### config.mk
export PLATFORM = sky130hd
export DESIGN_NAME = fifo_rd_stream_flat
export DESIGN_NICKNAME = d
export VERILOG_FILES = /design/src/rtl/fifo_pkg.sv /design/src/rtl/fifo_rd_stream_if.sv /design/src/rtl/fifo_rd_stream_buf3.sv /design/src/rtl/fifo_rd_stream.sv /design/src/flat_wrapper.sv
export SDC_FILE = /design/constraint.sdc
export NUM_CORES = 1
export LEC_CHECK = 0
export CAP_MARGIN = 5
export CORE_MARGIN = 2
export CORE_UTILIZATION = 36
export CTS_BUF_LIST = sky130_fd_sc_hd__clkbuf_8
export CTS_CLUSTER_DIAMETER = 120
export DETAILED_ROUTE_END_ITERATION = 7
export PLACE_DENSITY = 0.58
export SLEW_MARGIN = 40
export SYNTH_ARGS = -nofsm -noshare
export SYNTH_HDL_FRONTEND = slang
export SYNTH_SLANG_ARGS = --single-unit
### constraint.sdc
create_clock -name clk -period 1.9 [get_ports clk]
set_input_delay 0.38 -clock clk [delete_from_list [all_inputs] [get_ports clk]]
set_output_delay 0.38 -clock clk [all_outputs]
set_load 0.02 [all_outputs]
### src/rtl/fifo_pkg.sv
// Shared defaults for the upstream synchronous FIFO and the stream reader that drains it.
package fifo_pkg;

    localparam int DEF_DATA_WIDTH = 8;
    localparam int DEF_CNT_WIDTH  = 16;
    localparam int BUF_DEPTH      = 3;

    typedef logic [1:0] occ_t;

endpackage

### src/rtl/fifo_rd_stream_if.sv
// FIFO read side plus valid/ready stream side of the FIFO-to-stream adapter.
interface fifo_rd_stream_if import fifo_pkg::*; #(
    parameter int DATA_WIDTH = DEF_DATA_WIDTH
);

    logic                  fifo_empty;
    logic [DATA_WIDTH-1:0] fifo_dout;
    logic                  fifo_rd_en;
    logic                  m_valid;
    logic                  m_ready;
    logic [DATA_WIDTH-1:0] m_data;
    logic                  m_last;

    modport master (
        input  fifo_empty, fifo_dout, m_ready,
        output fifo_rd_en, m_valid, m_data, m_last
    );

    modport slave (
        output fifo_empty, fifo_dout, m_ready,
        input  fifo_rd_en, m_valid, m_data, m_last
    );

endinterface

### src/rtl/fifo_rd_stream_buf3.sv
// Three-entry in-order circular buffer; head word is always presented on data.
module stream_buf3 import fifo_pkg::*; #(
    parameter int DATA_WIDTH = DEF_DATA_WIDTH
) (
    input  logic                  clk,
    input  logic                  rst,
    input  logic                  flush,
    input  logic                  push,
    input  logic [DATA_WIDTH-1:0] push_data,
    input  logic                  pop,
    output logic [DATA_WIDTH-1:0] data,
    output occ_t                  occ
);

    logic [DATA_WIDTH-1:0] mem [BUF_DEPTH];
    logic [1:0]            rd_ptr;
    logic [1:0]            wr_ptr;
    logic                  do_pop;

    function automatic logic [1:0] ptr_inc(input logic [1:0] p);
        return (p == 2'(BUF_DEPTH - 1)) ? 2'd0 : p + 2'd1;
    endfunction

    assign do_pop = pop && (occ != 2'd0);
    assign data   = mem[rd_ptr];

    always_ff @(posedge clk) begin
        if (rst || flush) begin
            rd_ptr <= 2'd0;
            wr_ptr <= 2'd0;
            occ    <= 2'd0;
        end else begin
            if (push)   wr_ptr <= ptr_inc(wr_ptr);
            if (do_pop) rd_ptr <= ptr_inc(rd_ptr);
            case ({push, do_pop})
                2'b10:   occ <= occ + 2'd1;
                2'b01:   occ <= occ - 2'd1;
                default: occ <= occ;
            endcase
        end
    end

    // Storage carries no reset; only the pointers and occupancy define validity.
    always_ff @(posedge clk) begin
        if (push) mem[wr_ptr] <= push_data;
    end

    no_overflow: assert property (@(posedge clk) disable iff (rst)
        !(push && !flush && occ == 2'(BUF_DEPTH)));

endmodule

### src/rtl/fifo_rd_stream.sv
// Drains a registered-output synchronous FIFO into a packetised valid/ready stream.
module fifo_rd_stream import fifo_pkg::*; #(
    parameter int DATA_WIDTH = DEF_DATA_WIDTH,
    parameter int PKT_LEN    = 16,
    parameter int CNT_WIDTH  = DEF_CNT_WIDTH
) (
    input  logic                 clk,
    input  logic                 rst,
    input  logic                 flush,
    fifo_rd_stream_if.master     bus,
    output logic [CNT_WIDTH-1:0] pkt_count
);

    localparam logic [CNT_WIDTH-1:0] LAST_BEAT = CNT_WIDTH'(PKT_LEN - 1);

    logic                 in_flight;
    occ_t                 occ;
    logic [2:0]           pending;
    logic                 push;
    logic                 pop;
    logic [CNT_WIDTH-1:0] beat_cnt;

    // Reserve a slot for every word already requested so the buffer cannot overflow.
    assign pending        = {1'b0, occ} + {2'b00, in_flight};
    assign bus.fifo_rd_en = !bus.fifo_empty && !flush && !rst && (pending <= 3'd2);

    assign push        = in_flight && !flush;
    assign bus.m_valid = (occ != 2'd0);
    assign pop         = bus.m_valid && bus.m_ready;
    assign bus.m_last  = bus.m_valid && (beat_cnt == LAST_BEAT);

    always_ff @(posedge clk) begin
        if (rst) in_flight <= 1'b0;
        else     in_flight <= bus.fifo_rd_en;
    end

    always_ff @(posedge clk) begin
        if (rst || flush) beat_cnt <= '0;
        else if (pop)     beat_cnt <= bus.m_last ? '0 : beat_cnt + 1'b1;
    end

    // A final beat taken during flush still leaves the packet count alone.
    always_ff @(posedge clk) begin
        if (rst)                              pkt_count <= '0;
        else if (pop && bus.m_last && !flush) pkt_count <= pkt_count + 1'b1;
    end

    stream_buf3 #(.DATA_WIDTH(DATA_WIDTH)) u_buf (
        .clk       (clk),
        .rst       (rst),
        .flush     (flush),
        .push      (push),
        .push_data (bus.fifo_dout),
        .pop       (pop),
        .data      (bus.m_data),
        .occ       (occ)
    );

endmodule

### src/flat_wrapper.sv
// flat-port wrapper written by rule: the top's interface ports become plain ports
module fifo_rd_stream_flat import fifo_pkg::*;
#(
    parameter int DATA_WIDTH = DEF_DATA_WIDTH,
    parameter int PKT_LEN    = 16,
    parameter int CNT_WIDTH  = DEF_CNT_WIDTH
)
  (clk, rst, flush, pkt_count, bus_fifo_empty, bus_fifo_dout, bus_m_ready, bus_fifo_rd_en, bus_m_valid, bus_m_data, bus_m_last);
  fifo_rd_stream_if #(.DATA_WIDTH(DATA_WIDTH)) bus_i ();
  input  logic clk;
  input  logic rst;
  input  logic flush;
  output logic [CNT_WIDTH-1:0] pkt_count;
  input wire logic [$bits(bus_i.fifo_empty)-1:0] bus_fifo_empty;
  input wire logic [$bits(bus_i.fifo_dout)-1:0] bus_fifo_dout;
  input wire logic [$bits(bus_i.m_ready)-1:0] bus_m_ready;
  output wire logic [$bits(bus_i.fifo_rd_en)-1:0] bus_fifo_rd_en;
  output wire logic [$bits(bus_i.m_valid)-1:0] bus_m_valid;
  output wire logic [$bits(bus_i.m_data)-1:0] bus_m_data;
  output wire logic [$bits(bus_i.m_last)-1:0] bus_m_last;
  assign bus_i.fifo_empty = bus_fifo_empty;
  assign bus_i.fifo_dout = bus_fifo_dout;
  assign bus_i.m_ready = bus_m_ready;
  assign bus_fifo_rd_en = bus_i.fifo_rd_en;
  assign bus_m_valid = bus_i.m_valid;
  assign bus_m_data = bus_i.m_data;
  assign bus_m_last = bus_i.m_last;
  fifo_rd_stream #(.DATA_WIDTH(DATA_WIDTH), .PKT_LEN(PKT_LEN), .CNT_WIDTH(CNT_WIDTH)) u_core (.clk(clk), .rst(rst), .flush(flush), .bus(bus_i), .pkt_count(pkt_count));
endmodule
==> impl_metrics.yaml, run 1 <==
outcome:
  status: "complete, no violations"
sta:
  setup_viol: 0
  post-route-min-period_ns: 1.86
  clock_skew_ns: 0.0139
  rsz0062_at_grt: "true"
  slew_viol_final: 0
  timing.fmax_ghz: 0.538
  setup_tns_ns: 0
  finalCritPeriodShare_pct: 97.9
  maxSlewHeadroom_pct: 77.1
  fin_hold_ws_ns: 0.497
  tightest_slew_ns: 0.342
  hold_viol: 0
synth:
  yosysTopAreaCellShare_pct: 28.1
  async_flop_share_pct: 0
  synth-compound-area-share_pct: 11.7
  syn_inst: 281
  synthFlopType: "dfxtp_1"
  synth_xor_area_share_pct: 4.20
  synth_seq_cells: 65
  synth_area_um2: 2920
  synth_top_cell_by_area: "dfxtp_1"
  synth-edff-count: 24
  syn-num-nets: 300
  yosysSeqAreaShare_pct: 52.8
  synth_top_family_by_area: "simple AND/OR/NAND/NOR gates"
  ys_top_cells_by_area: "dfxtp_1 (28%), edfxtp_1 (25%), a21oi_1 (4.3%), o31ai_1 (3.3%), nor2_1 (3.1%)"
  synth.area.mux_share_pct: 3.13
  synthSimpleGateAreaFrac_pct: 23.0
  syn_avg_cell_area_um2: 10.4
  synth_adder_area_share_pct: 2.57
  yosysWarnings: 0
  synth_cell_types: 43
route:
  finalWirelength_um: 6770
  vias: 2493
  dr.pass1.iters: 6
  post_drt_wl_per_cell_um: 13.9
  vias_per_cell: 5.13
  dr.first_iter.drc_count: 73
  drc: 0
  ant_nets: 0
cells_and_area:
  mostFrequentLayoutCell: "buf_4"
  layout-drive-gt1-share_pct: 30.2
  final_util_pct: 54.0
  design_area_um2: 4210
  multiInputGateArea_um2: 1410
  seqCellArea_um2: 1550
  layout_common_cells: "buf_4 (56), dfxtp_1 (35), clkdlybuf4s50_1 (26)"
  syn_to_final_growth_pct: 44.2
  nets: 398
  num_antenna_cells: 0
  nFillCells: 697
critical_path:
  crit_path_start_kind: "register"
  critical_path.max_stage_delay_ns: 0.35
  cp_num_buf_inv: 2
  critPathArrivalTime_ns: 1.48
  crit_required_ns: 1.52
  end_kind: "output port"
  worstSetupPathType: "reg2out"
  cp_top_family: "adder cells"
  slowest_stage: "dfxtp_2"
  path_common_cell: "ha_4"
  crit_chain: "ha_4 -> inv_2 -> ha_4 -> a21oi_2 -> nor3_2 -> buf_4"
  cp_max_fo: 2
clock_tree:
  cts_buffers: 9
  cts_buffer_depth: 2
  cts_tree: "built"
  cts_hold_buf: 0
  cts.sinks: 65
  root_buffer: "clkbuf_8"
  clock_latency_ns: 0.35
  h-tree-depth: 3
  clk_transition_reported_paths_ns: 0.08
global_routing:
  grt_pass1_vias: 2327
  grt_pass1_wl_um: 10800
  overflow: 0
  grt_max_degree: 24
  grt_usage_pct: 15.7
  grt_antenna_before_repair: 0
power:
  ir_drop_mv: 0.260
  p_leak_uw: 0.00148
  p_per_area_nw_per_um2: 659
  design_power_total_uw: 2780
floorplan:
  die_w_um: 94.1
  initial_utilization_pct: 37.4
  dieArea_um2: 8850
  num_rows: 32
  io_pins: 40
  coreArea_um2: 7810
  die_h_um: 94.1
flow_run:
  drv_cap: 0
placement:
  io_buffers: 39
  dp.final_hpwl_um: 4510
  dpl-instance-area_um2: 3820
  place.gp.congestion: 0.759
min_path:
  hp-class: "reg2reg"
## layer usage
metal	GRT usage, %	share of wire (%)	up-vias
met5	0	0	-
met4	5.80	1.6	0
met3	4.90	4.0	12
met2	25.8	48	43
met1	19.3	47	1184
li1	-	-	1254
## logic make-up after synthesis
logic type	count (synthesis)
fa+ha+maj	6
compound gates	57
simple gates	112
buf+inv	18
xor+xnor	14
flops	65
mux	9
## synthesized netlist by cell type, drive strengths merged (3+ instances only)
cell type / count
ha: 6
or4: 13
edfxtp: 24
o21ai: 14
nand4: 13
o31ai: 14
nor4: 3
xnor2: 9
clkbuf: 7
nand2: 21
nor3: 9
dfxtp: 41
inv: 7
mux2i: 8
buf: 4
xor2: 5
nand3: 8
a21oi: 25
or3: 5
nor2: 24
## area by class of cell
cell class / count / area share (%)
clock inverters: 7 / 1.99
repair buffers: 98 / 21.1
inverters: 7 / 0.624
multi-input cells: 198 / 33.6
well taps: 102 / 3.03
clock buffers: 9 / 2.94
flip-flops and latches: 65 / 36.8
## registers in the layout, indices dropped and copies added (netlist names), named ones only
register	flops
u_core.beat_cnt	16
u_core.u_buf.mem	24
u_core.in_flight	1
u_core.pkt_count	16
u_core.u_buf.occ	2
u_core.u_buf.rd_ptr	2
u_core.u_buf.wr_ptr	2
## path summary, 6_finish.rpt
kind	from	endpoint	slack, ns	depth (start not counted)
max	u_core.in_flight$_SDFF_PP0_	bus_fifo_rd_en	0.04	6
min	u_core.u_buf.rd_ptr[1]$_SDFFE_PP0P_	u_core.u_buf.rd_ptr[1]$_SDFFE_PP0P_	0.50	2
max reg2reg	u_core.beat_cnt[15]$_SDFFE_PP0N_	u_core.pkt_count[15]$_SDFFE_PP0P_	0.05	6
min reg2reg	u_core.u_buf.rd_ptr[1]$_SDFFE_PP0P_	u_core.u_buf.rd_ptr[1]$_SDFFE_PP0P_	0.50	2
## timing repair
item | in CTS | in global routing
endpoints found under the setup margin | 12 | 16
cloned | 0 | 2
buffers inserted | 1 | 3
resized for setup | 30 | 27
pin swaps | 13 | 11
## stage by stage
step | std cells | worst slack, ns
6_report | 486 | 0.0395
5_1_grt | 486 | -0.0549
4_1_cts | 482 | -0.0314
3_5_place_dp | 465 | -0.422
3_3_place_gp | 465 | -0.447
2_1_floorplan | 281 | 0.00495
## where the power goes
part / internal (µW) / switching, µW / total [µW]
Sequential: 1440 / 2.73 / 1450
Clock: 630 / 599 / 1230
Combinational: 50.3 / 51.9 / 102
Total: 2130 / 654 / 2780
## worst min-delay path, cell delays in order (launching register included)
cell,delay [ns]
dfxtp_1,0.33
nand2_1,0.06
a21oi_1,0.07
(Power assumes the default switching activity.)
==> inputs of run 2 (changes only) <==
--- a/config.mk
+++ b/config.mk
@@ -11,8 +11,10 @@
 export CTS_BUF_LIST = sky130_fd_sc_hd__clkbuf_8
 export CTS_CLUSTER_DIAMETER = 120
 export DETAILED_ROUTE_END_ITERATION = 7
+export GPL_TIMING_DRIVEN = 0
 export PLACE_DENSITY = 0.58
 export SLEW_MARGIN = 40
 export SYNTH_ARGS = -nofsm -noshare
 export SYNTH_HDL_FRONTEND = slang
 export SYNTH_SLANG_ARGS = --single-unit
+export TNS_END_PERCENT = 1
==> run 2 against run 1 <==
Compared with the run above:
- the run now ends with setup timing left
- first-iteration DRC count increased by 2.7%
- register-to-register slack about the same
- global-route usage decreased by 0.70 points
- clock-buffer cell count unchanged
- worst setup slack got worse by 0.044 ns
- sequential share of layout area increased by 3.0 points
- flip-flop and latch count unchanged
- maximum frequency decreased by 2.3%
- total power increased by 6.3%
- clock skew decreased by 0.0035 ns
- combinational power decreased by 11%
- critical path type unchanged
- highest routed layer unchanged
==> impl_metrics.yaml, run 2 (synthesized netlist as in run 1, its figures left out) <==
floorplan:
  num_rows: 32
  die_h_um: 94.1
  io_pins: 40
  die_w_um: 94.1
  initial_utilization_pct: 37.4
  dieArea_um2: 8850
  coreArea_um2: 7810
sta:
  setup_viol: 1
  fin_hold_ws_ns: 0.364
  postLayoutSetupSlackWorst_ns: -0.00461
  maxSlewHeadroom_pct: 48.9
  slew_viol_final: 0
  tightest_slew_ns: 0.762
  post-route-min-period_ns: 1.90
  clock_skew_ns: 0.0104
  hold_viol: 0
  timing.fmax_ghz: 0.525
  finalCritPeriodShare_pct: 100
  rsz0062_at_grt: "true"
clock_tree:
  root_buffer: "clkbuf_8"
  clock_latency_ns: 0.34
  cts_buffers: 9
  cts_buffer_depth: 2
  cts.sinks: 65
  clk_transition_reported_paths_ns: 0.07
  h-tree-depth: 3
  cts_tree: "built"
  cts_hold_buf: 0
min_path:
  hp-class: "in2reg"
critical_path:
  r2r_slack_ns: 0.05
  reg2reg_depth: 6
  worstSetupPathType: "reg2out"
  end_kind: "output port"
  crit_path_start_kind: "register"
  r2r-start: "u_core.u_buf.occ[0]$_SDFFE_PP0P_"
  crit_required_ns: 1.52
  crit_path_end: "bus_fifo_rd_en"
  startpoint: "u_core.u_buf.occ[0]$_SDFFE_PP0P_"
  critPathArrivalTime_ns: 1.52
  cp_max_fo: 2
  r2r_end: "u_core.pkt_count[4]$_SDFFE_PP0P_"
placement:
  place_inst: 420
  dp.final_hpwl_um: 4080
  dpl-instance-area_um2: 3430
  io_buffers: 37
  place.gp.congestion: 0.770
power:
  clkPwrFrac_pct: 48.0
  ir_drop_mv: 0.340
  p_leak_uw: 0.00125
  power_frac_seq_pct: 48.9
  p_per_area_nw_per_um2: 753
  combPwrFrac_pct: 3.1
  p_sw_uw: 600
  p_int_uw: 2350
  netSwitchingFraction_pct: 20.3
cells_and_area:
  layout_common_cells: "dfxtp_1 (30), edfxtp_1 (24), a21oi_1 (23), clkdlybuf4s50_1 (23), nand2_1 (21)"
  fin_cells: 442
  syn_to_final_growth_pct: 34.2
  mostFrequentLayoutCell: "dfxtp_1"
  design_area_um2: 3920
  largestRegisters: "u_core.u_buf.mem x24, u_core.beat_cnt x16, u_core.pkt_count x16"
  largest_register_ffs: 24
  layout-drive-gt1-share_pct: 22.1
  num_antenna_cells: 0
  regMostFlops: "u_core.u_buf.mem"
  nets: 354
route:
  drc: 0
  vias_per_cell: 5.17
  vias: 2287
  finalWirelength_um: 6260
  dr.pass1.iters: 4
  ant_nets: 0
  dr.first_iter.drc_count: 75
  post_drt_wl_per_cell_um: 14.2
global_routing:
  grt_max_degree: 13
  grt_pass1_vias: 2160
  grt_pass1_wl_um: 10300
  grt_usage_pct: 15.0
  grt_antenna_before_repair: 0
  overflow: 0
outcome:
  violations: "setup timing"
  status: "finished with violations"
flow_run:
  drv_cap: 0
## run 2: how the worst min path moves through the flow
| stage | start | endpoint | slack [ns] | cells after the start |
|---|---|---|---|---|
| 6_report | rst | u_core.pkt_count[11]$_SDFFE_PP0P_ | 0.36 | 2 |
| 3_5_place_dp | u_core.beat_cnt[1]$_SDFFE_PP0N_ | u_core.beat_cnt[1]$_SDFFE_PP0N_ | 0.47 | 2 |
| 2_1_floorplan | u_core.beat_cnt[1]$_SDFFE_PP0N_ | u_core.beat_cnt[1]$_SDFFE_PP0N_ | 0.45 | 2 |
| 4_1_cts | rst | u_core.pkt_count[9]$_SDFFE_PP0P_ | 0.47 | 2 |
| 5_1_grt | rst | u_core.pkt_count[7]$_SDFFE_PP0P_ | 0.36 | 2 |
| 3_3_place_gp | u_core.beat_cnt[1]$_SDFFE_PP0N_ | u_core.beat_cnt[1]$_SDFFE_PP0N_ | 0.46 | 2 |
## run 2: final cells by class
type | count | area [µm²]
Tap cell | 102 | 128
Inverter | 7 | 28.8
Clock inverter | 7 | 118
Buffer | 10 | 66.3
Fill cell | 716 | 3890
Multi-Input combinational cell | 198 | 1470
Sequential cell | 65 | 1560
Timing Repair Buffer | 44 | 424
Clock buffer | 9 | 124
## run 2: layer usage
| layer | share of wire (%) | GRT usage (%) |
|---|---|---|
| met1 | 48 | 18.7 |
| met2 | 46 | 24.2 |
| met3 | 4.5 | 3.45 |
| met4 | 1.2 | 7.61 |
| met5 | 0 | 0 |
## run 2: worst max-delay path, cell delays in order, from the launching register on
cell	delay (ns)
dfxtp_2	0.34
ha_4	0.16
ha_2	0.18
nor2_4	0.12
a21oi_4	0.06
nor3_2	0.17
buf_4	0.16
## run 2: power by group through the flow
stage          clock network [µW]  registers [µW]  logic, µW
2_1_floorplan                   0            1480       36.5
3_3_place_gp                    0            1480       83.3
3_5_place_dp                    0            1480       83.4
4_1_cts                      1460            1450       81.7
5_1_grt                      1510            1450       99.7
6_report                     1420            1450       90.8
## run 2: per-stage QoR
step	TNS (ns)	total power, µW	utilization (%)	worst slack (ns)
after floorplan	0	1520	-	0.00495
after global placement	-28.69	1560	43.8	-0.597
after detailed placement	-16.92	1560	44.0	-0.587
after CTS	-1.20	2980	48.0	-0.109
after global routing	-0.287	3060	50.2	-0.0854
final	-0.00461	2950	50.2	-0.00461
## run 2: what timing repair did
| action | 4_1_cts | 5_1_grt |
|---|---|---|
| resized for setup | 41 | 46 |
| setup endpoints to repair | 41 | 39 |
| pin swaps | 6 | 12 |
| setup buffers | 5 | 2 |
